$ cat src/rtl/move_collector.sv
`default_nettype none
// ============================================================================
//  Module      : move_collector
//  Description : Drains move lists from a column of NSQ square sources into
//                an output first-word-fall-through FIFO. Squares are served
//                one at a time, by fixed priority or round-robin. Each list
//                ends with an end-marker word (from == to). Words with the
//                invalid flag set are dropped.
//  Revision    : 1.0  initial release
// ============================================================================
module move_collector #(
    parameter int NSQ   = 8,
    parameter int MOVW  = 19,
    parameter int DEPTH = 16
) (
    input  logic                       clk,
    input  logic                       reset,
    input  logic                       start,
    input  logic                       mode,
    input  logic [NSQ-1:0]             sq_mask,
    input  logic [NSQ-1:0]             sq_done,
    output logic [NSQ-1:0]             sq_rden,
    input  logic [NSQ*MOVW-1:0]        sq_rdata,
    output logic [MOVW-1:0]            out_data,
    output logic                       out_valid,
    input  logic                       out_ready,
    output logic [$clog2(DEPTH+1)-1:0] level,
    output logic [7:0]                 move_count,
    output logic                       busy,
    output logic                       done
);

    localparam int c_pw = (NSQ > 1) ? $clog2(NSQ) : 1;
    localparam int c_aw = $clog2(DEPTH);
    localparam int c_lw = $clog2(DEPTH + 1);
    // A read may be issued only while at least two slots are free: one for
    // the word arriving this cycle from the previous read, one for this read.
    localparam logic [c_lw-1:0] c_rd_limit = c_lw'(DEPTH - 2);

    typedef enum logic [1:0] {
        IDLE = 2'd0,
        SCAN = 2'd1,
        READ = 2'd2,
        DONE = 2'd3
    } state_t;

    state_t            state_q, state_d;
    logic [NSQ-1:0]    flag_q, flag_d;
    logic [c_pw-1:0]   ptr_q, ptr_d;
    logic [c_pw-1:0]   last_q, last_d;
    logic              pend_q, pend_d;
    logic [7:0]        count_q, count_d;
    logic [c_aw-1:0]   wr_ptr_q, wr_ptr_d;
    logic [c_aw-1:0]   rd_ptr_q, rd_ptr_d;
    logic [c_lw-1:0]   level_q, level_d;
    logic [MOVW-1:0]   fifo_mem [DEPTH];

    logic [NSQ-1:0]    elig;
    logic              sel_found;
    logic [c_pw-1:0]   sel_idx;
    logic [MOVW-1:0]   rd_word;
    logic              arrive;
    logic              word_marker;
    logic              word_invalid;
    logic              push;
    logic              pop;

    assign elig         = sq_done & ~flag_q;
    assign rd_word      = sq_rdata[int'(ptr_q)*MOVW +: MOVW];
    assign arrive       = (state_q == READ) && pend_q;
    assign word_marker  = (rd_word[11:6] == rd_word[5:0]);
    assign word_invalid = rd_word[MOVW-1];
    assign pop          = (level_q != '0) && out_ready;

    // Pick the next square to serve: highest eligible index, or the first
    // eligible index after the last one served when round-robin is selected.
    always_comb begin
        int idx;
        idx       = 0;
        sel_found = 1'b0;
        sel_idx   = '0;
        if (!mode) begin
            for (int i = 0; i < NSQ; i++) begin
                if (elig[i]) begin
                    sel_found = 1'b1;
                    sel_idx   = c_pw'(i);
                end
            end
        end else begin
            // Walk offsets downward so the smallest offset wins last.
            for (int k = NSQ; k >= 1; k--) begin
                idx = int'(last_q) + k;
                if (idx >= NSQ) begin
                    idx = idx - NSQ;
                end
                if (elig[idx]) begin
                    sel_found = 1'b1;
                    sel_idx   = c_pw'(idx);
                end
            end
        end
    end

    // Collection state machine: next state, read strobes and FIFO push.
    always_comb begin
        state_d = state_q;
        flag_d  = flag_q;
        ptr_d   = ptr_q;
        last_d  = last_q;
        count_d = count_q;
        sq_rden = '0;
        push    = 1'b0;
        case (state_q)
            IDLE, DONE: begin
                if (start) begin
                    flag_d  = ~sq_mask;
                    count_d = '0;
                    state_d = SCAN;
                end
            end
            SCAN: begin
                if (&flag_q) begin
                    state_d = DONE;
                end else if (sel_found) begin
                    ptr_d   = sel_idx;
                    last_d  = sel_idx;
                    state_d = READ;
                end
            end
            READ: begin
                if (arrive && word_marker) begin
                    // End of list: anything the source returns later is
                    // never looked at because we leave READ now.
                    flag_d[ptr_q] = 1'b1;
                    state_d       = SCAN;
                end else begin
                    if (arrive && !word_invalid) begin
                        push = 1'b1;
                        if (count_q != 8'hFF) begin
                            count_d = count_q + 8'd1;
                        end
                    end
                    if (level_q <= c_rd_limit) begin
                        sq_rden[ptr_q] = 1'b1;
                    end
                end
            end
            default: state_d = IDLE;
        endcase
    end

    // FIFO pointer and occupancy bookkeeping.
    always_comb begin
        pend_d   = |sq_rden;
        wr_ptr_d = wr_ptr_q + c_aw'(push);
        rd_ptr_d = rd_ptr_q + c_aw'(pop);
        level_d  = level_q + c_lw'(push) - c_lw'(pop);
    end

    // State registers with synchronous active-low reset.
    always_ff @(posedge clk) begin
        if (!reset) begin
            state_q  <= IDLE;
            flag_q   <= '0;
            ptr_q    <= '0;
            last_q   <= c_pw'(NSQ - 1);
            pend_q   <= 1'b0;
            count_q  <= '0;
            wr_ptr_q <= '0;
            rd_ptr_q <= '0;
            level_q  <= '0;
        end else begin
            state_q  <= state_d;
            flag_q   <= flag_d;
            ptr_q    <= ptr_d;
            last_q   <= last_d;
            pend_q   <= pend_d;
            count_q  <= count_d;
            wr_ptr_q <= wr_ptr_d;
            rd_ptr_q <= rd_ptr_d;
            level_q  <= level_d;
        end
    end

    // FIFO storage; contents need no reset since level gates visibility.
    always_ff @(posedge clk) begin
        if (reset && push) begin
            fifo_mem[wr_ptr_q] <= rd_word;
        end
    end

    assign out_data   = fifo_mem[rd_ptr_q];
    assign out_valid  = (level_q != '0);
    assign level      = level_q;
    assign move_count = count_q;
    assign busy       = (state_q == SCAN) || (state_q == READ);
    assign done       = (state_q == DONE) && (level_q == '0);

endmodule
`default_nettype wire
$ cat config.mk
export PLATFORM = sky130hd
export DESIGN_NAME = move_collector
export DESIGN_NICKNAME = d
export VERILOG_FILES = /design/src/rtl/move_collector.sv
export SDC_FILE = /design/constraint.sdc
export NUM_CORES = 1
export LEC_CHECK = 0
export BUFFER_PORTS_ARGS = -buffer_cell sky130_fd_sc_hd__buf_2
export CORE_UTILIZATION = 27
export DETAILED_ROUTE_END_ITERATION = 12
export GPL_TIMING_DRIVEN = 1
export SYNTH_ARGS = -nofsm -noshare
export SYNTH_HDL_FRONTEND = slang
export SYNTH_SLANG_ARGS = --single-unit
$ cat constraint.sdc
create_clock -name clk -period 4.7 [get_ports clk]
set_input_delay 0.705 -clock clk [delete_from_list [all_inputs] [get_ports clk]]
set_output_delay 0.705 -clock clk [all_outputs]
set_load 0.01 [all_outputs]
==> out/qor_table.md, run 1 <==
| Quantity | Reported | Unit |
| --- | --- | --- |
| Number of nets in the finished design | 1428 | - |
| Pre-antenna DRT Iters | 5 | - |
| Number of buffers added by the clock tree synthesis step | 35 | - |
| Footprint of the multi-input gates | 0.00578 | mm² |
| Final wirelength | 43200 | µm |
| First-pass GRT wire length | 63700 | µm |
| Synth area leaders | edfxtp_1 57%, mux4_2 16%, dfxtp_1 4.7% | - |
| Slew Limit Headroom | 28.5 | % |
| Clock tree root driver cell | clkbuf_16 | - |
| Number of cell rows | 88 | - |
| Final clock period utilization by the worst path | 96.3 | % |
| Multiplexer share of the synthesized area | 19.3 | % |
| Synth-to-layout area growth | 20.7 | % |
| TritonCTS sink count | 342 | - |
| Number of setup violations in the final report | 0 | - |
| Clk_lat worst skew | 0.53 | ns |
| Largest stage delay on the critical path | 0.62 | ns |
| Detail-routed net length per standard cell | 21.3 | µm |
| Post-detailed-route DRC marker count | 0 | - |
| Power density normalized to cell area | 593 | mW/mm² |
| Antenna violations before repair | 1 | - |
| Unrepaired setup endpoints after global routing | false | - |
| Initial drt markers | 856 | - |
| Sequential cell area in the final layout | 0.00991 | mm² |
| Simple-gate area share of the yosys netlist | 7.29 | % |
| Cell area reported after detailed placement | 0.0183 | mm² |
| Worst path bufs/invs | 4 | - |
| Cell accounting for the most synthesized area | edfxtp_1 | - |
| Setup_tns | 0 | ns |
| Most frequent cells in the layout | 304 x edfxtp_1, 215 x buf_2, 115 x mux4_2, 45 x buf_4, 36 x nand2_1 | - |
| Area of the core region | 0.0582 | mm² |
| Layout cell share with drive strength beyond 1 | 38.1 | % |
| Maximum count of clock buffers along a single path | 3 | - |
| Synthesized-area fraction occupied by ao, oa, aoi and oai cells | 6.80 | % |
| Highest clock frequency the design can meet | 221 | MHz |
| Area share of the largest cell type after synthesis | 56.9 | % |
| Die Span Y | 246 | µm |
| Worst path most repeated cell | buf_4 | - |
| Main combinational cell family by area after synthesis | multiplexers | - |
| Yosys cell types | 75 | - |
| Via total after detailed routing | 10000 | - |
| Clock skew after layout | 0.0213 | ns |
| Fraction of the core area covered by cells at the end of the flow | 33.2 | % |
| Final number of max-transition violations | 0 | - |
| Final estimated routing congestion in global placement | 0.841 | - |
| Transition time at the pin with the least slew margin | 1.07 | ns |
| Number of port buffers | 215 | - |
| Number of storage elements in the synthesis netlist | 342 | - |
| Tightest Hold Check Type | in2reg | - |
| Instance count of the mapped netlist | 995 | - |
| Final Hold Vio Count | 0 | - |
| Die outline width | 246 | µm |
| Sequential share of the synthesized area | 61.7 | % |
| Total Routing Usage GR | 14.2 | % |
| Mean instance size in the synthesized netlist | 16.1 | µm² |
| Number of fill cells in the layout | 5586 | - |
| Remaining Overflow, GRT | 0 | - |
| Top routing layer in use | met4 | - |
| Peak ir drop on the vdd network | 339 | µV |
| CTS tree | done | - |
| Critical path class | reg2out | - |
| Async set-reset flop share out of synthesis | 0 | % |
| WL met2 | 21800 | µm |
| CTS clk-pin slew, worst paths | 0.06 | ns |
| Post-route standard cell area excluding fillers | 0.0194 | mm² |
| Xor/xnor share of the synthesized area | 0.765 | % |
| Vias in the first global route | 10200 | - |
| Final worst hold slack | 0.368 | ns |
| Arrival time reported for the critical path endpoint | 3.82 | ns |
| Post-synthesis adder-cell area fraction | 1.61 | % |
| Initial cell density of the core | 27.5 | % |
| M1 WL | 17400 | µm |
| Run status | finished clean | - |
| HPWL reported at the end of detailed placement | 29800 | µm |
| Number of synthesized flops with an enable pin | 304 | - |
| Max-cap violation count | 0 | - |
| Ordered cell list for the critical path | buf_4 -> buf_4 -> mux2_2 -> a2111oi_2 -> buf_4 -> xnor2_1 -> nand4_2 -> o21ai_4 -> or4_1 -> nor2_1 -> buf_2 | - |
| Critical Path Sink Type | output pin | - |
| H-Tree Level Count | 2 | - |
| Die Area | 0.0604 | mm² |
| Post-detailed-route count of antenna-violating nets | 0 | - |
| Final Critical Period | 4.53 | ns |
| Ys Warns | 0 | - |
| Leak pwr | 6.56 | nW |
| Cell at the slowest stage of the critical path | or4_1 | - |
| Total length of routed met3 wires | 2530 | µm |
| Most frequent standard cell in the layout excluding fill and tap cells | edfxtp_1 | - |
| Maximum number of pins on one net before global-route repair | 71 | - |
| Family with the most delay on the worst path | simple AND/OR/NAND/NOR gates | - |
| Cell Area, Synth | 0.0160 | mm² |
| Worst Path Max Fanout | 24 | - |
| Flip-flop cell with the highest count after synthesis | edfxtp_1 | - |
| Mean number of vias per cell | 4.96 | - |
| Type of element launching the critical path | flop | - |
| Post-Synthesis Net Count | 1188 | - |
| Count of pins on the block boundary | 216 | - |
| Data required time at the worst endpoint | 3.99 | ns |
| Number of antenna cells inserted | 0 | - |
[area by class of cell]
class / instances / share of cell area, %
Multi-Input combinational cell: 554 / 29.9
Clock buffer: 43 / 4.68
Sequential cell: 342 / 51.2
Timing Repair Buffer: 266 / 7.88
Inverter: 36 / 0.698
Clock inverter: 16 / 0.731
Tap cell: 765 / 4.95
[kinds of logic after synthesis]
group,count (synthesis)
flops,342
simple gates,209
mux,156
compound gates,155
buf+inv,99
fa+ha+maj,20
xor+xnor,14
[timing repair]
action                                  in CTS  in global routing
buffers inserted                             0                  2
hold buffers                                 0                  0
gates resized for setup                      0                  4
endpoints found under the setup margin       0                  2
[flip-flops by register name, indices dropped and copies added (netlist names)]
| register | cells |
|---|---|
| fifo_mem | 304 |
| flag_q | 8 |
| move_count | 8 |
| level | 5 |
| rd_ptr_q | 4 |
| wr_ptr_q | 4 |
| last_q | 3 |
| ptr_q | 3 |
| state_q | 2 |
| pend_q | 1 |
[where the power goes]
part / switching (W) / internal [W]
clock network: 0.00110 / 0.00148
logic: 0.00258 / 0.00184
registers: 0.000316 / 0.00415
total: 0.00400 / 0.00747
[metrics by stage]
| step | power [W] | setup WS (ns) | std cells |
|---|---|---|---|
| after floorplan | 0.00741 | 0.469 | 995 |
| after global placement | 0.00884 | 0.375 | 1961 |
| after detailed placement | 0.00896 | 0.367 | 1961 |
| after CTS | 0.0115 | 0.0232 | 2020 |
| after global routing | 0.0121 | 0.0259 | 2022 |
| final | 0.0115 | 0.174 | 2022 |
[cells in the mapped netlist, types with 7 or more instances]
| master | number |
|---|---|
| inv_1 | 35 |
| and2_1 | 8 |
| edfxtp_1 | 304 |
| mux2i_1 | 20 |
| nand2b_1 | 12 |
| o211ai_1 | 10 |
| mux2_2 | 16 |
| a21oi_1 | 28 |
| nor3b_1 | 8 |
| dfxtp_1 | 38 |
| nor2b_1 | 18 |
| a211oi_1 | 10 |
| nand3_1 | 16 |
| a31oi_1 | 13 |
| mux4_2 | 115 |
| nor3_1 | 10 |
| and3_1 | 10 |
| nor2_1 | 42 |
| o21ai_0 | 30 |
| nand2_1 | 36 |
| xor2_1 | 8 |
| nand4_1 | 7 |
| ha_1 | 19 |
| buf_2 | 11 |
| clkbuf_1 | 35 |
| buf_1 | 11 |
[routing by layer]
layer	vias to the layer above	GRT usage [%]
li1	4518	-
met3	66	2.40
met2	382	24.7
met5	-	0
met4	0	5.10
met1	5069	17.6
[path summary, 6_finish.rpt]
kind	from	end	slack [ns]	cells after the start
max reg2reg	ptr_q[2]	level[4]	0.68	19
min	sq_mask[2]	flag_q[2]	0.37	2
min reg2reg	state_q[1]	state_q[1]	0.50	2
max	ptr_q[0]	sq_rden[1]	0.17	11
Note: power is estimated with default switching activity, not from simulation.
==> inputs of run 2 (changes only) <==
CORE_ASPECT_RATIO = 0.75   (was unset)
==> run 2 against run 1 <==
  * Clock power increased by 4%
  * Total power about the same
  * Die area about the same
  * Sequential power decreased by 1%
  * Setup slack improved by 0.053 ns
  * Via count increased by 2.0%
  * Clock skew increased by 0.0012 ns
  * First-iteration DRC count increased by 14%
  * Flip-flop and latch count unchanged
  * Critical endpoint is now sq_rden[4]
==> out/qor_table.md, run 2 (synthesized netlist as in run 1, its figures left out) <==
| Quantity | Reported | Unit |
| --- | --- | --- |
| Largest stage delay on the critical path | 0.62 | ns |
| Mean number of vias per cell | 5.04 | - |
| Family with the most delay on the worst path | simple AND/OR/NAND/NOR gates | - |
| Antenna violations before repair | 0 | - |
| Remaining Overflow, GRT | 0 | - |
| Setup fix buffers added after clock tree synthesis | 0 | - |
| Critical register-to-register path endpoint | level[4] | - |
| Post-detailed-route count of antenna-violating nets | 0 | - |
| Pre-antenna DRT Iters | 8 | - |
| Run status | finished clean | - |
| Synth-to-layout area growth | 21.0 | % |
| Detail-routed net length per standard cell | 21.0 | µm |
| Number of antenna cells inserted | 0 | - |
| Depth of the worst register-to-register path | 18 | - |
| Part of the total power dissipated in combinational logic | 38.2 | % |
| Total Routing Usage GR | 14.1 | % |
| R2r startpoint | ptr_q[0] | - |
| Number of setup violations in the final report | 0 | - |
| Number of nets in the finished design | 1421 | - |
| TritonCTS sink count | 342 | - |
| Most frequent cells in the layout | 304 x edfxtp_1, 215 x buf_2, 115 x mux4_2, 36 x nand2_1, 36 x buf_4 | - |
| Die Area | 0.0604 | mm² |
| Instance count along the most critical hold path | 2 | - |
| Layout cell share with drive strength beyond 1 | 38.6 | % |
| Post-detailed-route DRC marker count | 0 | - |
| Final wirelength | 42600 | µm |
| H-Tree Level Count | 2 | - |
| Final clock period utilization by the worst path | 95.2 | % |
| Clock tree root driver cell | clkbuf_16 | - |
| Peak ir drop on the vdd network | 274 | µV |
| Final Hold Vio Count | 0 | - |
| Ordered cell list for the critical path | buf_6 -> mux2_2 -> o2bb2ai_1 -> a311oi_1 -> buf_4 -> xor2_1 -> nand4_2 -> o21ai_4 -> or4_1 -> nor2_1 -> buf_2 | - |
| Area of the core region | 0.0580 | mm² |
| Arrival time reported for the critical path endpoint | 3.77 | ns |
| Number of fill cells in the layout | 5646 | - |
| Maximum number of pins on one net before global-route repair | 64 | - |
| Cell area reported after detailed placement | 0.0183 | mm² |
| Setup_tns | 0 | ns |
| Unrepaired setup endpoints after global routing | false | - |
| Clock skew after layout | 0.0225 | ns |
| Number of cell rows | 76 | - |
| Critical path class | reg2out | - |
| End point of the most critical hold path | flag_q[3] | - |
| Internal power of the cells | 0.00745 | W |
| Number of buffers added by the clock tree synthesis step | 34 | - |
| Maximum count of clock buffers along a single path | 3 | - |
| Quantity of hold-fixing buffers added after cts | 0 | - |
| Portion of total power attributed to the clock network | 23.4 | % |
| HPWL reported at the end of detailed placement | 29100 | µm |
| CTS clk-pin slew, worst paths | 0.07 | ns |
| Vias in the first global route | 9968 | - |
| Share of total power consumed by net switching | 35.0 | % |
| Clk_lat worst skew | 0.53 | ns |
| Worst reg-to-reg setup slack | 0.37 | ns |
| Power dissipated by switching net loads | 0.00401 | W |
| Final number of max-transition violations | 0 | - |
| Worst Path Max Fanout | 41 | - |
| Die outline width | 283 | µm |
| Die Span Y | 213 | µm |
| Number of flip-flops under the largest register name | 304 | - |
| Power density normalized to cell area | 591 | mW/mm² |
| Register share of total power | 38.4 | % |
| HP Start | sq_mask[3] | - |
| Post-route standard cell area excluding fillers | 0.0194 | mm² |
| Initial cell density of the core | 27.6 | % |
| First-pass GRT wire length | 63900 | µm |
| Initial drt markers | 973 | - |
| Number of port buffers | 215 | - |
| Type of element launching the critical path | flop | - |
| Cells resized by post-CTS repair | 0 | - |
| Largest register by flop count | fifo_mem | - |
| Transition time at the pin with the least slew margin | 1.02 | ns |
| Final estimated routing congestion in global placement | 0.872 | - |
| Count of pins on the block boundary | 216 | - |
| Highest clock frequency the design can meet | 224 | MHz |
| Most frequent standard cell in the layout excluding fill and tap cells | edfxtp_1 | - |
| Tightest Hold Check Type | in2reg | - |
| Slew Limit Headroom | 31.8 | % |
| Via total after detailed routing | 10200 | - |
| CTS tree | done | - |
| Max-cap violation count | 0 | - |
| Leak pwr | 6.56 | nW |
| Critical Path Sink Type | output pin | - |
| Worst path bufs/invs | 3 | - |
| Final Critical Period | 4.47 | ns |
| Cell at the slowest stage of the critical path | or4_1 | - |
| Data required time at the worst endpoint | 3.99 | ns |
run 2: layer usage:
| metal | global-route usage (%) | part of all wire, % | up-vias |
|---|---|---|---|
| li1 | - | - | 4512 |
| met1 | 20.8 | 46 | 5253 |
| met2 | 22.1 | 46 | 416 |
| met3 | 2.10 | 6.8 | 51 |
| met4 | 2.61 | 1.2 | 0 |
| met5 | 0 | 0 | - |
run 2: how the worst max path moves through the flow:
stage	from	end	slack (ns)	cells past startpoint
final	ptr_q[0]	sq_rden[4]	0.23	11
after global placement	sq_rdata[143]	level[4]	0.27	19
after CTS	ptr_q[0]	sq_rden[4]	0.12	9
after global routing	ptr_q[0]	sq_rden[4]	0.06	11
after detailed placement	sq_rdata[143]	level[4]	0.28	19
after floorplan	ptr_q[0]	fifo_mem[8][0]	0.47	10
run 2: cell type report:
type / instances / area [µm²] / area share (%)
flip-flops and latches: 342 / 9900 / 51.0
multi-input cells: 554 / 5780 / 29.8
repair buffers: 260 / 1520 / 7.82
well taps: 780 / 976 / 5.03
clock buffers: 40 / 895 / 4.61
clock inverters: 20 / 194 / 1.00
inverters: 36 / 135 / 0.697
run 2: per-stage QoR:
step	instances	setup WS (ns)	total power (W)	util (%)	hold slack, ns
floorplan	995	0.469	0.00741	-	0.471
global placement	1972	0.272	0.00876	31.6	0.484
detailed placement	1972	0.283	0.00883	31.6	0.498
CTS	2032	0.119	0.0115	33.4	0.344
global route	2032	0.0615	0.0120	33.4	0.357
finish	2032	0.228	0.0115	33.4	0.367
run 2: power groups by stage:
stage / clock (W) / sequential, W / combinational [W]
after floorplan: 0 / 0.00427 / 0.00314
after global placement: 0 / 0.00447 / 0.00429
after detailed placement: 0 / 0.00448 / 0.00435
after CTS: 0.00274 / 0.00441 / 0.00436
after global routing: 0.00285 / 0.00444 / 0.00476
final: 0.00268 / 0.00441 / 0.00438
==> inputs of run 3 (changes only) <==
RECOVER_POWER = 50   (was unset)
==> run 3 against run 2 <==
  * The flow now finishes with violations (capacitance limit, slew limit)
  * Non-clock buffer count did not move
  * Clock power barely moved
  * Sequential share of layout area rose by 0.17 points
  * Setup slack improved by 0.026 ns
  * Count of clock-buffer cells in the layout did not move
  * Largest cell class unchanged
  * Largest power group unchanged
  * Highest routed layer unchanged
==> out/qor_table.md, run 3 (synthesized netlist as in run 1, its figures left out) <==
| Quantity | Reported | Unit |
| --- | --- | --- |
| Run status | complete, but fails checks | - |
| Violations in the final reports | capacitance limit, slew limit | - |
| Synth-to-layout area growth | 20.5 | % |
| Number of setup violations in the final report | 0 | - |
| Clk_lat worst skew | 0.53 | ns |
| Slew Limit Headroom | -18.1 | % |
| Maximum count of clock buffers along a single path | 3 | - |
| Post-detailed-route DRC marker count | 0 | - |
| Clock skew after layout | 0.0229 | ns |
| Mean number of vias per cell | 5.02 | - |
| Total length of routed met3 wires | 2750 | µm |
| Part of the total power dissipated in combinational logic | 37.8 | % |
| Largest register by flop count | fifo_mem | - |
| TritonCTS sink count | 342 | - |
| Setup_tns | 0 | ns |
| Area of the core region | 0.0580 | mm² |
| Initial cell density of the core | 27.6 | % |
| Unrepaired setup endpoints after global routing | false | - |
| M1 WL | 19700 | µm |
| Peak ir drop on the vdd network | 274 | µV |
| Critical path class | reg2out | - |
| Highest clock frequency the design can meet | 225 | MHz |
| Transition time at the pin with the least slew margin | 1.77 | ns |
| Die outline width | 283 | µm |
| HPWL reported at the end of detailed placement | 29100 | µm |
| First-pass GRT wire length | 63900 | µm |
| Number of buffers added by the clock tree synthesis step | 34 | - |
| Number of flip-flops under the largest register name | 304 | - |
| Count of pins on the block boundary | 216 | - |
| Final total power | 0.0114 | W |
| Power density normalized to cell area | 590 | mW/mm² |
| Die Area | 0.0604 | mm² |
| Critical Path Sink Type | output pin | - |
| CTS clk-pin slew, worst paths | 0.07 | ns |
| Final Hold Vio Count | 0 | - |
| Quantity of hold-fixing buffers added after cts | 0 | - |
| Tightest Hold Check Type | in2reg | - |
| Cells resized by post-CTS repair | 0 | - |
| Final number of max-transition violations | 64 | - |
| CTS tree | done | - |
| Final Critical Period | 4.45 | ns |
| Data required time at the worst endpoint | 3.99 | ns |
| Antenna violations before repair | 0 | - |
| Leak pwr | 6.45 | nW |
| Initial drt markers | 925 | - |
| Power dissipated by switching net loads | 0.00402 | W |
| Number of nets in the finished design | 1421 | - |
| Remaining Overflow, GRT | 0 | - |
| Detail-routed net length per standard cell | 21.0 | µm |
| Worst Path Max Fanout | 41 | - |
| Max-cap violation count | 1 | - |
| Register share of total power | 38.7 | % |
| Total Routing Usage GR | 14.1 | % |
| Post-detailed-route count of antenna-violating nets | 0 | - |
| Post-route standard cell area excluding fillers | 0.0193 | mm² |
| Die Span Y | 213 | µm |
| Final wirelength | 42600 | µm |
| Top routing layer in use | met4 | - |
| Setup fix buffers added after clock tree synthesis | 0 | - |
| Vias in the first global route | 9968 | - |
| Pre-antenna DRT Iters | 7 | - |
| WL met2 | 19600 | µm |
| Internal power of the cells | 0.00740 | W |
| Most frequent cells in the layout | 304 x edfxtp_1, 195 x buf_2, 115 x mux4_2, 36 x nand2_1 | - |
| Maximum number of pins on one net before global-route repair | 64 | - |
| Cell area reported after detailed placement | 0.0183 | mm² |
| Arrival time reported for the critical path endpoint | 3.74 | ns |
| Number of port buffers | 215 | - |
| Number of antenna cells inserted | 0 | - |
| Most frequent standard cell in the layout excluding fill and tap cells | edfxtp_1 | - |
| H-Tree Level Count | 2 | - |
| Portion of total power attributed to the clock network | 23.5 | % |
| Clock tree root driver cell | clkbuf_16 | - |
| Number of cell rows | 76 | - |
| Final clock period utilization by the worst path | 94.6 | % |
| Via total after detailed routing | 10200 | - |
| Layout cell share with drive strength beyond 1 | 35.9 | % |
| Share of total power consumed by net switching | 35.2 | % |
| Type of element launching the critical path | flop | - |
| Final estimated routing congestion in global placement | 0.872 | - |
| Number of fill cells in the layout | 5671 | - |
-- run 3: per-stage QoR --
stage	setup WS (ns)	hold slack (ns)	util, %	cells
after global routing	0.0439	0.357	33.3	2032
after CTS	0.119	0.344	33.4	2032
after global placement	0.272	0.484	31.6	1972
after floorplan	0.469	0.471	-	995
after detailed placement	0.283	0.498	31.6	1972
final	0.254	0.369	33.3	2032
-- run 3: worst max-delay path, cell delays in order (launching register included) --
cell,delay [ns]
dfxtp_2,0.54
buf_6,0.33
mux2_2,0.37
o2bb2ai_1,0.15
a311oi_1,0.31
clkbuf_1,0.17
xor2_1,0.08
nand4_2,0.15
o21ai_4,0.08
or4_1,0.61
nor2_1,0.21
buf_2,0.17
-- run 3: power by group through the flow --
stage               logic (W)  registers (W)  clock network (W)
global route          0.00469        0.00445            0.00285
finish                0.00432        0.00441            0.00268
CTS                   0.00436        0.00441            0.00274
global placement      0.00429        0.00447                  0
floorplan             0.00314        0.00427                  0
detailed placement    0.00435        0.00448                  0
-- run 3: worst paths after layout --
check                start             to  slack, ns  cells past startpoint
max               ptr_q[0]     sq_rden[4]       0.25                     11
min             sq_mask[3]      flag_q[3]       0.37                      2
max reg2reg       ptr_q[0]       level[4]       0.35                     18
min reg2reg  move_count[5]  move_count[5]       0.51                      2
-- run 3: final cells by class --
| cell class | count | area [µm²] | share of cell area [%] |
|---|---|---|---|
| Clock buffer | 40 | 895 | 4.63 |
| Inverter | 36 | 135 | 0.699 |
| Timing Repair Buffer | 260 | 1460 | 7.55 |
| Tap cell | 780 | 976 | 5.05 |
| Clock inverter | 20 | 194 | 1.00 |
| Sequential cell | 342 | 9900 | 51.2 |
| Multi-Input combinational cell | 554 | 5770 | 29.9 |
-- run 3: metal layers --
metal / global-route usage [%] / vias to the layer above
li1: - / 4511
met1: 20.8 / 5254
met2: 22.1 / 385
met3: 2.10 / 49
met4: 2.61 / 0
met5: 0 / -
